### config.mk
export PLATFORM = sky130hd
export DESIGN_NAME = elastic_pipeline
export DESIGN_NICKNAME = d
export VERILOG_FILES = /design/src/rtl/elastic_pipeline_pkg.sv /design/src/rtl/elastic_stage.sv /design/src/rtl/elastic_pipeline.sv
export SDC_FILE = /design/constraint.sdc
export NUM_CORES = 1
export LEC_CHECK = 0
export ABC_AREA = 1
export CELL_PAD_IN_SITES_DETAIL_PLACEMENT = 1
export CELL_PAD_IN_SITES_GLOBAL_PLACEMENT = 2
export CORE_ASPECT_RATIO = 0.7
export CORE_MARGIN = 5
export CORE_UTILIZATION = 30
export DETAILED_ROUTE_END_ITERATION = 8
export GPL_TIMING_DRIVEN = 1
export PLACE_DENSITY_LB_ADDON = 0.15
export SLEW_MARGIN = 30
export SYNTH_ARGS = -nofsm -noshare
export SYNTH_HDL_FRONTEND = slang
export SYNTH_SLANG_ARGS = --single-unit
export TNS_END_PERCENT = 30
### constraint.sdc
create_clock -name clk -period 1.6 [get_ports clk]
set_input_delay 0.24 -clock clk [delete_from_list [all_inputs] [get_ports clk]]
set_output_delay 0.24 -clock clk [all_outputs]
set_load 0.01 [all_outputs]
### src/rtl/elastic_pipeline_pkg.sv
// elastic_pipeline_pkg: shared sizing and handshake helpers for elastic_pipeline
package elastic_pipeline_pkg;

    function automatic int occ_w(input int depth);
        return $clog2(depth + 1);
    endfunction

    function automatic logic fire(input logic valid, input logic ready);
        return valid & ready;
    endfunction

endpackage

### src/rtl/elastic_stage.sv
// elastic_stage: one valid bit plus a data register that loads only on valid captures
module elastic_stage
    import elastic_pipeline_pkg::*;
#(
    parameter int DATA_W = 128
) (
    input  logic              clk,
    input  logic              reset,
    input  logic              flush,
    input  logic              load,
    input  logic              src_valid,
    input  logic [DATA_W-1:0] src_data,
    output logic              v,
    output logic [DATA_W-1:0] d
);

    always_ff @(posedge clk) begin
        if (reset) begin
            v <= 1'b0;
            d <= '0;
        end else begin
            v <= flush ? 1'b0 : (load ? src_valid : v);
            if (fire(load, src_valid) && !flush) d <= src_data;
        end
    end

endmodule

### src/rtl/elastic_pipeline.sv
// elastic_pipeline: DEPTH-stage valid/ready register pipeline that collapses bubbles on stall.
// Define ELASTIC_PIPELINE_OCC_EN to add a registered occupancy output.
module elastic_pipeline
    import elastic_pipeline_pkg::*;
#(
    parameter int DATA_W = 128,
    parameter int DEPTH  = 5
) (
    input  logic              clk,
    input  logic              reset,
    input  logic              flush,
    input  logic              in_valid,
    output logic              in_ready,
    input  logic [DATA_W-1:0] in_data,
    output logic              out_valid,
    input  logic              out_ready,
    output logic [DATA_W-1:0] out_data
`ifdef ELASTIC_PIPELINE_OCC_EN
   ,output logic [occ_w(DEPTH)-1:0] occupancy
`endif
);

    logic [DEPTH-1:0]             v, load, src_v;
    logic [DEPTH-1:0][DATA_W-1:0] d, src_d;

    // A stage may load when it or any stage downstream of it has room.
    always_comb begin
        load[DEPTH-1] = ~v[DEPTH-1] | out_ready;
        for (int i = DEPTH - 2; i >= 0; i--) load[i] = ~v[i] | load[i+1];
    end

    assign in_ready  = load[0] & ~flush & ~reset;
    assign out_valid = v[DEPTH-1];
    assign out_data  = d[DEPTH-1];

    for (genvar i = 0; i < DEPTH; i++) begin : g_stage
        if (i == 0) begin : g_first
            assign src_v[i] = fire(in_valid, in_ready);
            assign src_d[i] = in_data;
        end else begin : g_next
            assign src_v[i] = v[i-1];
            assign src_d[i] = d[i-1];
        end
        elastic_stage #(.DATA_W(DATA_W)) u_stage (
            .clk       (clk),
            .reset     (reset),
            .flush     (flush),
            .load      (load[i]),
            .src_valid (src_v[i]),
            .src_data  (src_d[i]),
            .v         (v[i]),
            .d         (d[i])
        );
    end

`ifdef ELASTIC_PIPELINE_OCC_EN
    localparam int OCC_W = occ_w(DEPTH);
    logic in_fire, out_fire;
    assign in_fire  = fire(in_valid, in_ready);
    assign out_fire = fire(out_valid, out_ready);
    always_ff @(posedge clk) begin
        if (reset || flush) occupancy <= '0;
        else if (in_fire && !out_fire) occupancy <= occupancy + OCC_W'(1);
        else if (out_fire && !in_fire) occupancy <= occupancy - OCC_W'(1);
    end
`endif

endmodule

Word-level counts from Yosys, hierarchy flattened
Index checks and enable logic that the tools add are counted.

Register bits after elaboration: 645.

Bitwise gates (word level): 20. Reduce and logical (&&, ||, !) cells: 7.

Operators with widths (count): bitwise AND 1 bit (8); inverter 1 bit (7); logical AND 1 bit (5); OR 1 bit (5); OR reduction 2 bit (1); zero test 1 bit (1).

Logic depth before layout (Yosys ltp)
Depth after elaboration: 11. Depth in mapped cells: 10. Depth with buffers taken out: 8.

By module
Synthesis repeated with hierarchy kept, for this count alone.

Cell total of the unflattened synthesis: 4093. Area total of the unflattened synthesis: 26245.2 um^2.

Modules (own cells, without submodules): elastic_stage (times used 5, cells an instance 816, area an instance 5232.5 um^2); elastic_pipeline (times used 1, cells an instance 13, area an instance 82.6 um^2).

Worst setup path before layout
No wires, ideal clock.

Path type: register to register. Start point: register g_stage[4].u_stage.v. End point: register g_stage[0].u_stage.d[71]. Setup time: 110 ps. Arrival time: 1273 ps. Setup slack: 217 ps. Cell stages (with the launch flop): 10. Buffers on the path: 2. Period minus slack after synthesis: 1383 ps. Cells stage by stage: dfxtp_1 -> nand3_2 -> nor2_4 -> nand3_4 -> nand3_2 -> buf_8 -> buf_8 -> nand2_2 -> clkinv_1 -> nor2_1.

Longest elaborated chain between the ends: 11.

RTL lines: from (decl) (RTL line elastic_stage.sv:13) `output logic v,`; from (signal assigned) (RTL line elastic_stage.sv:22) `v <= flush ? 1'b0 : (load ? src_valid : v);`; inverter 1 bit (*) (RTL line elastic_pipeline.sv:28) `load[DEPTH-1] = ~v[DEPTH-1] | out_ready;`; OR 1 bit (*) (RTL line elastic_pipeline.sv:28); OR 1 bit (*) (4 in a row) (RTL line elastic_pipeline.sv:29) `for (int i = DEPTH - 2; i >= 0; i--) load[i] = ~v[i] | load[i+1];`; bitwise AND 1 bit (2 in a row) (RTL line elastic_pipeline.sv:32) `assign in_ready = load[0] & ~flush & ~reset;`; bitwise AND 1 bit (RTL line elastic_pipeline_pkg.sv:9) `return valid & ready;`; bitwise AND 1 bit (*) (RTL line elastic_pipeline_pkg.sv:9); logical AND 1 bit (*) (RTL line elastic_stage.sv:23) `if (fire(load, src_valid) && !flush) d <= src_data;`; to (signal assigned) (RTL line elastic_stage.sv:23); to (decl) (RTL line elastic_stage.sv:14) `output logic [DATA_W-1:0] d`.

Every way passes the cells marked *; elsewhere a longest branch is shown, timed or not. A chain may end at the register's enable or synchronous reset.

Worst setup path after layout
Start point: register g_stage[2].u_stage.v. End point: output port in_ready.

Longest elaborated chain between the ends: 6.

RTL lines: from (decl) (RTL line elastic_stage.sv:13); from (signal assigned) (RTL line elastic_stage.sv:22); inverter 1 bit (RTL line elastic_pipeline.sv:29); OR 1 bit (3 in a row) (RTL line elastic_pipeline.sv:29); bitwise AND 1 bit (2 in a row) (RTL line elastic_pipeline.sv:32); to (decl) (RTL line elastic_pipeline.sv:13) `output logic in_ready,`.

No other way between the ends.

==> key figures <==
Run status
  • Status: finished with violations
  • Failing checks: negative setup slack

Setup path
  • Slowest Stage Delay on Critical Path: 300 ps
  • Crit Path Category: flop to output port
  • Crit-path max FO: 3
  • Crit. End Element: output port
  • Crit-path cells: inv_1, nor2_4, a31oi_4, buf_2
  • Buffer and inverter count on the worst path: 2
  • Worst EP arrival: 1460 ps
  • CP required: 1360 ps
  • CP max-delay cell: dfxtp_1
  • Critical path startpoint category: flop
  • Crit-path leading delay family: buffers and inverters

Routing
  • DR pass1 iterations: 7
  • Vias/cell: 4.436
  • Final wirelength: 79.95 mm
  • Routed len/inst: 16.83 um
  • Routed Antenna Nets: 0
  • 1st-iter DRT viols: 961
  • DRC viols: 0
  • DR vias: 21.07k

Pwr
  • Comb power frac: 0.055
  • Power share of the clock group: 0.478
  • LEAKAGE: 0.01306 uW
  • Switching Fraction: 0.2280
  • P per Cell Area: 1112 nW/um^2
  • Int Power: 27090 uW
  • Sw power: 8004 uW
  • Seq pwr share: 0.467
  • Peak VDD IR: 714.7 uV

Global route
  • Largest net degree at the start of global routing: 93
  • Remaining Overflow, GRT: 0
  • Initial antenna violation count: 1
  • First-pass GRT wire length: 123.8 mm
  • Total track usage: 0.1655
  • Vias in the first global route: 21.34k

Placed design
  • Dpl cells: 4614
  • HPWL after detailed placement: 51.63 mm
  • Final GP Congestion: 0.7603
  • I/O Buffers: 262

Timing
  • Slew @ Worst Pin: 702.4 ps
  • RSZ-0062 raised after global routing: yes
  • Final TNS setup: -4058 ps
  • Tmin final: 1697 ps
  • Final Cycle Share: 1.061
  • Fin. Hold Viols: 0
  • Fin. max-slew vios: 0
  • Setup Viol. Count Final: 198
  • FMAX: 589.3 MHz
  • Worst Clk Skew: 11.58 ps
  • Setup ws final: -96.81 ps
  • Slew headroom: 0.5318

Clock tree
  • CTS tree: built
  • Inserted Clock Buffers: 71
  • Clock Pin Slew Worst Setup and Hold Paths: 60 ps
  • H-tree Lvls: 3
  • Clock Tree Buf Depth: 3
  • Root Driver: clkbuf_16
  • Worst-Skew Late Latency: 610 ps
  • Clock sinks: 645

Synth
  • #FFs+latches synth: 645
  • Post-Syn Instances: 3489
  • FFs w/ async S/R, synth: 0
  • Synth top area cells: dfxtp_1, nor2_1, o21ai_0
  • Top cell type's share of synthesized area: 0.4997
  • Cell variety after synth: 25
  • Leading area contributor after synthesis: dfxtp_1
  • Register area share after synthesis: 0.4997
  • Synth Net Count: 3622
  • Synthesized area: 25840 um^2
  • YS warnings: 0
  • Ys flop type: dfxtp_1
  • Avg Synthesized Cell Area: 7.407 um^2
  • Top cells by count, synth: nor2_1, dfxtp_1, o21ai_0
  • Most frequent cell after synthesis: nor2_1
  • Post-synth EDFFs: 0

Finish
  • Non-Filler Instances: 4751
  • Area grow syn2layout: 22.12%
  • # diodes: 0
  • Fill cell count: 10.42k
  • Layout cell share with drive strength beyond 1: 0.08109
  • Nets: 3682

Die
  • Core ar.: 85810 um^2
  • Die Width: 360.8 um
  • Number of top-level pins: 263
  • Starting Density: 0.3012
  • Die Ht: 255.6 um
  • Die ar.: 92200 um^2
  • Row count: 90

Min path
  • Min-Delay Path Class: primary input to flop

Run
  • MaxCap Viol Count: 0
==> worst reg2reg max path, stage by stage (launching register included) <==
cell and delay, ps:
dfxtp_1 300, inv_1 140, nor2_4 70, buf_4 160, buf_4 130, inv_2 90
nand2_8 120, clkbuf_16 250, o21ai_0 230, nor2_1 60
==> registers in the layout (all words and copies together), names as in the netlist <==
register,count
g_stage.u_stage.d,640
g_stage.u_stage.v,5
==> worst paths after layout <==
check                                  from                        end  slack [ps]  cells past startpoint
hold reg to reg   g_stage[1].u_stage.d[124]  g_stage[1].u_stage.d[124]         460                      2
hold / removal                        reset       g_stage[0].u_stage.v         130                      5
setup reg to reg       g_stage[2].u_stage.v   g_stage[2].u_stage.d[16]         -70                      9
setup / recovery       g_stage[2].u_stage.v                   in_ready        -100                      4
==> per-stage QoR <==
| stage | hold WS, ps | area [um^2] | worst slack [ps] | utilization | power [uW] |
|---|---|---|---|---|---|
| detailed placement | 450.1 | 28930 | -541.1 | 0.3371 | 18640 |
| global placement | 447.7 | 28930 | -561.3 | 0.3371 | 18600 |
| global route | 97.55 | 31560 | -188.5 | 0.3678 | 36550 |
| finish | 125.8 | 31560 | -96.81 | 0.3678 | 35100 |
| CTS | 19.88 | 31300 | -270.7 | 0.3648 | 35650 |
| floorplan | 423.9 | 25840 | 216.9 | - | 17780 |
==> power groups by stage <==
stage	Sequential, uW	Combinational [uW]	Clock [uW]
after global routing	16400	2180	18000
final	16400	1930	16800
after detailed placement	16700	1910	0
after global placement	16700	1880	0
after CTS	16400	1910	17400
after floorplan	16700	1090	0
==> repair_timing <==
| item | 4_1_cts | 5_1_grt |
|---|---|---|
| buffers inserted | 1 | 3 |
| resized for setup | 165 | 48 |
| hold buffers | 0 | 0 |
| endpoints found under the setup margin | 364 | 360 |
| gates cloned | 3 | 6 |
| pin swaps | 2 | 2 |
==> layout by cell type (no fill, tap or decap), types with 17 or more instances in the layout <==
cell type        instances
a21oi_2                 20
buf_12                  43
clkbuf_16               80
nand4_1                128
clkinv_1                73
o21ai_0                339
dlygate4sd2_1          124
clkdlybuf4s50_1        130
buf_4                   42
clkbuf_1                17
dfxtp_1                640
o21ai_1                 45
inv_1                  316
nor2_1                 898
nand2_2                 31
nand3_1                128
clkbuf_8                18
a21oi_1                113
nand2_1                354
==> kinds of logic after synthesis <==
logic type | after synthesis | synth area share
buffers and inverters | 775 | 0.1484
AOI/OAI and AO/OA | 518 | 0.1033
and+or+nand+nor | 1551 | 0.2487
DFF | 645 | 0.4997
==> metal layers <==
metal  wire [um]  global-route usage  vias up
met4        1366             0.03759        0
met2       34370              0.2570      283
li1            -                   -    10878
met5           0                   0        -
met3        2609             0.02540       88
met1       41600              0.2423     9825
==> final cells by class <==
class                           count  area [um^2]  area share
Clock buffer                      110         2188     0.06934
Timing Repair Buffer              367         4116      0.1304
Multi-Input combinational cell   2069         9194      0.2913
Sequential cell                   645        12920      0.4093
Inverter                          395         1516     0.04805
Tap cell                         1150         1439     0.04559
Clock inverter                     15        186.4    0.005907
(Power assumes the default switching activity.)
